===== config.mk =====
export PLATFORM = sky130hd
export DESIGN_NAME = sliding_window_buf
export DESIGN_NICKNAME = d
export VERILOG_FILES = /design/src/rtl/sliding_window_buf.sv
export SDC_FILE = /design/constraint.sdc
export NUM_CORES = 2
export LEC_CHECK = 0
export CORE_AREA = 10 10 508 510
export DETAILED_ROUTE_END_ITERATION = 16
export DIE_AREA = 0 0 518 520
export GPL_TIMING_DRIVEN = 0
export MAX_ROUTING_LAYER = met4
export SYNTH_ARGS = -nofsm -noshare
export SYNTH_HDL_FRONTEND = slang
export SYNTH_SLANG_ARGS = --single-unit

===== constraint.sdc =====
create_clock -name clk -period 2.3 [get_ports clk]
set_clock_uncertainty 0.15 [all_clocks]
set_input_delay 0.46 -clock clk [delete_from_list [all_inputs] [get_ports clk]]
set_output_delay 0.46 -clock clk [all_outputs]
set_load 0.03 [all_outputs]

===== src/rtl/sliding_window_buf.sv =====
// WIN x WIN sliding-window buffer. It takes one column per beat and emits one window
// centred on each pixel of the line. Positions outside the line carry a zero flag.
module sliding_window_buf #(
    parameter int WIN   = 11,
    parameter int DW    = 9,
    parameter int MAX_W = 1024
) (
    input  logic                      clk,
    input  logic                      rst,
    input  logic                      in_valid,
    output logic                      in_ready,
    input  logic                      in_sol,
    input  logic                      in_eol,
    input  logic [WIN*DW-1:0]         in_col,
    output logic                      out_valid,
    input  logic                      out_ready,
    output logic [WIN*WIN*(DW+1)-1:0] win_out,
    output logic [$clog2(MAX_W)-1:0]  out_x,
    output logic                      out_sol,
    output logic                      out_eol,
    output logic                      err
);
    // state | meaning
    // IDLE  | between lines, waiting for a column flagged sol
    // RUN   | accepting the columns of the current line
    // FLUSH | shifting in padding columns to emit the last HALF windows

    localparam int HALF = (WIN - 1) / 2;
    localparam int XW   = $clog2(MAX_W);
    localparam int FW   = $clog2(HALF + 1);

    typedef enum logic [1:0] {IDLE, RUN, FLUSH} state_t;

    state_t                           state_q;
    logic [FW-1:0]                    fcnt_q;
    logic [XW-1:0]                    xc_q, xc_d, out_x_q;
    logic                             out_valid_q, out_eol_q, err_q;
    logic [WIN-1:0][WIN-1:0][DW:0]    col_q, col_d;

    logic can_move, accept, take, flush_step, shift, border_clr, new_flag;

    assign can_move   = !out_valid_q || out_ready;
    assign in_ready   = (state_q != FLUSH) && can_move;
    assign accept     = in_valid && in_ready;
    // In IDLE only a sol column may start a line; anything else is dropped.
    assign take       = accept && (in_sol || state_q == RUN);
    assign flush_step = (state_q == FLUSH) && can_move;
    assign shift      = take || flush_step;
    assign border_clr = take && in_sol;

    always_comb begin
        col_d = col_q;
        if (shift) begin
            for (int c = 1; c < WIN; c++)
                col_d[c] = border_clr ? '0 : col_q[c-1];
            for (int r = 0; r < WIN; r++)
                col_d[0][r] = take ? {1'b1, in_col[r*DW +: DW]} : '0;
        end
    end

    assign new_flag = col_d[HALF][0][DW];

    // The centre advances whenever the column leaving the centre was a real pixel.
    // That also holds across input gaps, where the window has already been consumed.
    always_comb begin
        xc_d = xc_q;
        if (border_clr)
            xc_d = '0;
        else if (shift && col_q[HALF][0][DW])
            xc_d = xc_q + 1'b1;
    end

    always_ff @(posedge clk or negedge rst) begin
        if (!rst) begin
            state_q     <= IDLE;
            fcnt_q      <= '0;
            xc_q        <= '0;
            col_q       <= '0;
            out_valid_q <= 1'b0;
            out_x_q     <= '0;
            out_eol_q   <= 1'b0;
            err_q       <= 1'b0;
        end else begin
            col_q <= col_d;
            xc_q  <= xc_d;
            if (shift) begin
                out_valid_q <= new_flag;
                out_x_q     <= new_flag ? xc_d : '0;
                out_eol_q   <= flush_step && (fcnt_q == FW'(1));
            end else if (out_ready) begin
                out_valid_q <= 1'b0;
            end
            if (accept && (state_q == IDLE) && !in_sol)
                err_q <= 1'b1;
            if (accept && (state_q == RUN) && in_sol)
                err_q <= 1'b1;
            case (state_q)
                IDLE: begin
                    if (accept && in_sol) begin
                        if (in_eol) begin
                            state_q <= FLUSH;
                            fcnt_q  <= FW'(HALF);
                        end else begin
                            state_q <= RUN;
                        end
                    end
                end
                RUN: begin
                    if (accept && in_eol) begin
                        state_q <= FLUSH;
                        fcnt_q  <= FW'(HALF);
                    end
                end
                FLUSH: begin
                    if (flush_step) begin
                        fcnt_q <= fcnt_q - 1'b1;
                        if (fcnt_q == FW'(1))
                            state_q <= IDLE;
                    end
                end
                default: state_q <= IDLE;
            endcase
        end
    end

    for (genvar gr = 0; gr < WIN; gr++) begin : g_row
        for (genvar gc = 0; gc < WIN; gc++) begin : g_col
            assign win_out[((gr*WIN+gc)*(DW+1)) +: DW+1] = col_q[gc][gr];
        end
    end

    assign out_valid = out_valid_q;
    assign out_x     = out_x_q;
    assign out_sol   = out_valid_q && (out_x_q == '0);
    assign out_eol   = out_eol_q;
    assign err       = err_q;

endmodule

# ---- Word level (Yosys, flattened, before mapping)
# Cells that the tools add are included.
dict set report totals {
  ff_bits 1238
  input_bits 105
  word_cells 206
}
dict set report classes {
  addsub 2
  n_eq_ne 9
  muxes 40
  n_reduce_logical 26
}
# operator n
set ops {}
lappend ops {{110-bit 2-to-1 mux} 10}
lappend ops {{560-bit 2-to-1 mux} 1}
lappend ops {{10-bit 2-to-1 mux} 14}
lappend ops {{1-bit logical AND} 14}
lappend ops {{3-bit 2-to-1 mux} 4}
lappend ops {{10-bit by 1-bit adder with 10-bit output (second input constant)} 1}
lappend ops {{10-bit zero test} 1}
lappend ops {{2-bit 2-to-1 mux} 5}
lappend ops {{3-bit one-hot mux with 3 select lines} 1}
lappend ops {{2-bit by 1-bit inequality test with 1-bit output (second input constant)} 3}
lappend ops {{2-bit inequality test (second input constant)} 3}
lappend ops {{2-bit one-hot mux with 3 select lines} 1}
lappend ops {{5-bit AND reduction} 1}
lappend ops {{1-bit 2-to-1 mux} 4}
lappend ops {{4-bit AND reduction} 1}
lappend ops {{2-bit nonzero test} 2}
lappend ops {{3-bit by 1-bit equality test with 1-bit output (second input constant)} 1}
lappend ops {{1-bit logical OR} 3}
lappend ops {{3-bit nonzero test} 1}
lappend ops {{3-bit by 1-bit subtractor with 3-bit output (second input constant)} 1}
lappend ops {{2-bit by 1-bit equality test with 1-bit output (second input constant)} 1}
lappend ops {{2-bit equality test (second input constant)} 1}
lappend ops {{1-bit zero test} 2}
lappend ops {{2-bit zero test} 1}

# ---- Depth between registers and ports, before layout
dict set report depth {
  depth_word 10
  ltp_mapped 11
  ltp_nobuf 5
}

# ---- Least setup slack after synthesis
# No wires, ideal clock.
dict set report synth_timing {
  path_kind {register to output}
  from {reg out_x_q[1], in the netlist out_x[1]}
  to {out out_sol}
  arrival_ps 1773
  required_ps 1690
  slack_ps -83
  path_stages_with_launch 4
  path_buffers 0
  cell_sequence {dfrtp_1 nor4b_1 nand2_1 nor4_1}
}
dict set report synth_between {
  elab_chain_len 2
}
# item line
set synth_lines {}
lappend synth_lines {{start: declaration} 36} ;# logic [XW-1:0] xc_q, xc_d, out_x_q;
lappend synth_lines {{start signal: assignment} 88} ;# out_x_q <= new_flag ? xc_d : '0;
lappend synth_lines {{10-bit zero test} 134} ;# assign out_sol = out_valid_q && (out_x_q == '0);
lappend synth_lines {{1-bit logical AND} 134}
lappend synth_lines {{end: declaration} 19} ;# output logic out_sol,
# Every way passes these cells.

# ---- Final worst setup path
# Ends and elaborated chain as after synthesis.

==> reports/results.txt <==
At the placement stage, the worst setup path has a slack of -2670 ps. STA puts the critical path data required time at 1690 ps. The category of the critical setup timing path is reg2out. The floorplan step defined a die boundary enclosing 0.269 mm^2. Gate family responsible for the most delay along the worst path: simple AND/OR/NAND/NOR gates. The commonest cells after synthesis are 2031 x nand2_1, 1134 x dfrtp_1, 920 x o21ai_0, 186 x clkbuf_1, 166 x buf_2. The first TritonRoute pass finished after 6 iterations. The count of buffering cells on the critical path with inverters included is 1.

Counting tap cells, the placed design contains a total of 9511 instances. The final net count was 6683. The primary flip-flop cell chosen by synthesis mapping is dfrtp_1. In the routed layout, each cell is associated on average with a via count of 4.42. The mux share of post-synthesis cell area is 0.000222. Setup violations remaining at the end of the flow were counted as 1713.

The worst slew margin relative to its limit was 0.393. The actual transition at the worst max-transition pin was 910 ps. The largest total area in the synthesized netlist belongs to dfrtp_1. The highest ir drop seen on vdd was 929 uV; the layout overhead on the synthesized area was 70.3%. In this design, the stage delay of the slowest critical-path cell is 450 ps. After detailed routing, the number of remaining DRC violations is 0. The logs give 0.211 for the total routing resource utilization after global routing and 0.541 for the share of power burned in combinational logic.

After clock tree synthesis, the clock-pin slew on the worst setup and hold paths is 60 ps. In this run the static leakage power is 38.9 nW. Library cell with the highest instance count after synthesis: nand2_1.

In this run the remaining antenna-violating nets after routing total 0. Entering global routing, the biggest net connects 175 pins. Routability-driven placement finished with a final weighted congestion of 0.936. The checks that failed: negative hold slack, negative setup slack.

In this run, CTS created clock tree buffers numbering 138. Vertical die dimension: 520 um. For the number of placed I/O pins, the log shows 1330.

The number of different library cells used by synthesis comes to 46. Worst-path cell with the longest stage delay: dfrtp_2. The later pin in the worst-skew pair is clocked with a latency of 800 ps. The highest metal layer used by the detailed router is met4. In this run the number of H-tree levels came out at 4.

The total wire length is 307 mm. The first global-routing pass estimated 386 mm of wire. The critical-path maximum fanout was 2. The final-layout worst hold slack was -525 ps; the number of flops mapped to enable cells by yosys was 0.

The final worst slack was -444 ps. The portion of synthesized cell area occupied by the leading cell type is 0.630. The share of the synthesized area in compound gates (AO/OA/AOI/OAI) came out at 0.138.

The combinational family with the most area after synthesis is simple AND/OR/NAND/NOR gates. The min-delay analysis places its worst path in the category in2async. The proportion of power drawn by the clock network is 0.165.

The worst path needs 2740 ps of the cycle, external delays included. The placeable core area came out at 0.248 mm^2. Initial core utilization: 0.182.

Synthesis produced a netlist whose cell count is 4843. The post-synth net total is 4951. The run finished, with violations left. In the post-synthesis netlist, the biggest area contributors are dfrtp_1 63%, nand2_1 17%, o21ai_0 10%. The tools report the number of buffers on the longest clock path as 3. Clock tree synthesis found a total of 1134 sinks. The worst setup path is captured at an output pin.

The post-synth design cell area is 0.0450 mm^2. For this run, the top clock speed supported by timing is 364 MHz. During placement, the flow inserted port buffers numbering 1329. In this run, synthesis produced a sequential element count of 1134. After the first detailed-routing iteration, the DRC count stood at 4027. Detailed placement finished with a half-perimeter wire length of 230 mm.

For the met2 routed wirelength, the log shows 146 mm. In this run the mean area of a mapped cell was 9.30 um^2. The run gives 0.294 as the share of power burned in registers. Sequential fraction of the synthesis area: 0.630.

The count of yosys warnings during synthesis was 0; the routed length per instance was 30.6 um. The power per standard cell area came out at 1800 mW/mm^2. The number of pins exceeding their max-slew limit in the final report is 0. Fraction of layout cells with a size suffix above 1: 0.264. Async set-reset flop share out of synthesis: 1.00. The routed layout has 44325 vias.

The floorplan step set the die width to 518 um. Global routing finished with a remaining overflow of 0. The part of the cycle the worst path needs was 1.19; the switching share of total power was 0.499.

The number of antenna violations at the first check in global routing came out at 36. The critical path goes through nor4b_4 -> nand2_1 -> nor4_4 -> buf_6. Internal power summed over all cells: 0.0692 W.

The cell sitting at the root of the clock tree is a clkbuf_16. In the detailed route, the total length drawn on met3 is 25.2 mm. The number of global-route vias before repair came out at 43136. The max-cap violation count came out at 0. TritonCTS built the clock tree. For the number of standard cells in the final layout excluding fillers, the log shows 10029. In this run the core area contains 183 standard-cell rows.

For this design the total switching power over the nets is 0.0688 W. The logs give 122 mm for the routed metal-1 wirelength and 2130 ps for the arrival time at the worst endpoint. The simple-gate share of the synthesized area came out at 0.175. The adder and majority cell fraction of the synthesized area is 0.00106, and the final cell utilization of the core is 0.309. The run gives 134 as the final hold violation count. Startpoint class of the critical path: a flip-flop.

Xor-xnor portion of the synthesized cell area: 0.000584. Setup repair after global routing could not meet its margin everywhere.
==> sequential cells by signal (all words and copies together), names as in the netlist <==
| name | count |
|---|---|
| fcnt_q | 3 |
| out_eol | 1 |
| win_out | 1106 |
| out_valid | 1 |
| state_q | 2 |
| out_x | 10 |
| xc_q | 10 |
| err | 1 |
==> power groups by stage <==
stage          Combinational [W]  Sequential [W]  Clock [W]
2_1_floorplan             0.0147          0.0494          0
3_3_place_gp              0.0609          0.0400          0
6_report                  0.0746          0.0405     0.0228
4_1_cts                   0.0650          0.0401     0.0233
3_5_place_dp              0.0616          0.0401          0
5_1_grt                   0.0780          0.0412     0.0240
==> placed cells by master (no fill, tap or decap), types with 107 or more instances in the layout <==
cell                n
dfrtp_1          1032
dlymetal6s2s_1    334
buf_4             181
nand2_4           148
o21ai_1           255
nand2_2           181
clkbuf_2          256
clkdlybuf4s50_1   630
clkbuf_16         224
nand2_1          1699
buf_12            118
o21ai_2           141
o21ai_0           618
buf_6             107
==> cells by family after synthesis <==
kind of cell	Yosys count
and+or+nand+nor	2075
AOI/OAI and AO/OA	1149
adders and majority gates	4
buffers and inverters	477
xor gates and xnor gates	3
DFF	1134
muxes	1
==> metal layers <==
metal  vias to the layer above  track usage
met2                      2212        0.344
li1                      19349            -
met5                         -            -
met3                       507       0.0583
met1                     22257        0.252
met4                         0       0.0655
==> stage by stage <==
| stage | TNS [ps] | total power, W | area, um^2 |
|---|---|---|---|
| 2_1_floorplan | 0 | 0.0642 | 45000 |
| 3_3_place_gp | - | 0.101 | 62500 |
| 3_5_place_dp | -2401060 | 0.102 | 62800 |
| 4_1_cts | -685460 | 0.128 | 70100 |
| 5_1_grt | -385850 | 0.143 | 76600 |
| 6_report | -255630 | 0.138 | 76600 |
==> what timing repair did <==
action,4_1_cts,5_1_grt
cloned,30,77
buffers inserted,43,130
setup endpoints to repair,2672,2670
gates resized for setup,890,2409
pin swaps,45,130
endpoints found under the hold margin,132,132
==> final cells by class <==
cell class                 count  area, um^2
antenna                       14        35.0
buffer                       456        4640
clock buffer                 203        4020
clock inverter                47         703
fill                       25640      171000
inverter                       6        22.5
multi-input combinational   3232       16400
sequential                  1134       28600
tap                         3330        4170
timing repair buffer        1607       18100
==> worst paths after layout <==
check | slack, ps | end | cells after the start | from
min in group clk | 100 | win_out[116]$_DFFE_PN0N_ | 2 | in_col[15]
hold reg to reg | 330 | win_out[657]$_DFFE_PN0N_ | 2 | win_out[657]$_DFFE_PN0N_
hold / removal | -520 | win_out[558]$_DFFE_PN0N_ | 1 | rst
setup reg to reg | -270 | win_out[872]$_DFFE_PN0N_ | 12 | state_q[1]$_DFFE_PN0P_
max in group asynchronous | 300 | win_out[55]$_DFFE_PN0N_ | 4 | rst
setup / recovery | -440 | out_sol | 4 | out_x[1]$_DFFE_PN0N_
Power figures use the tool's default switching activity.
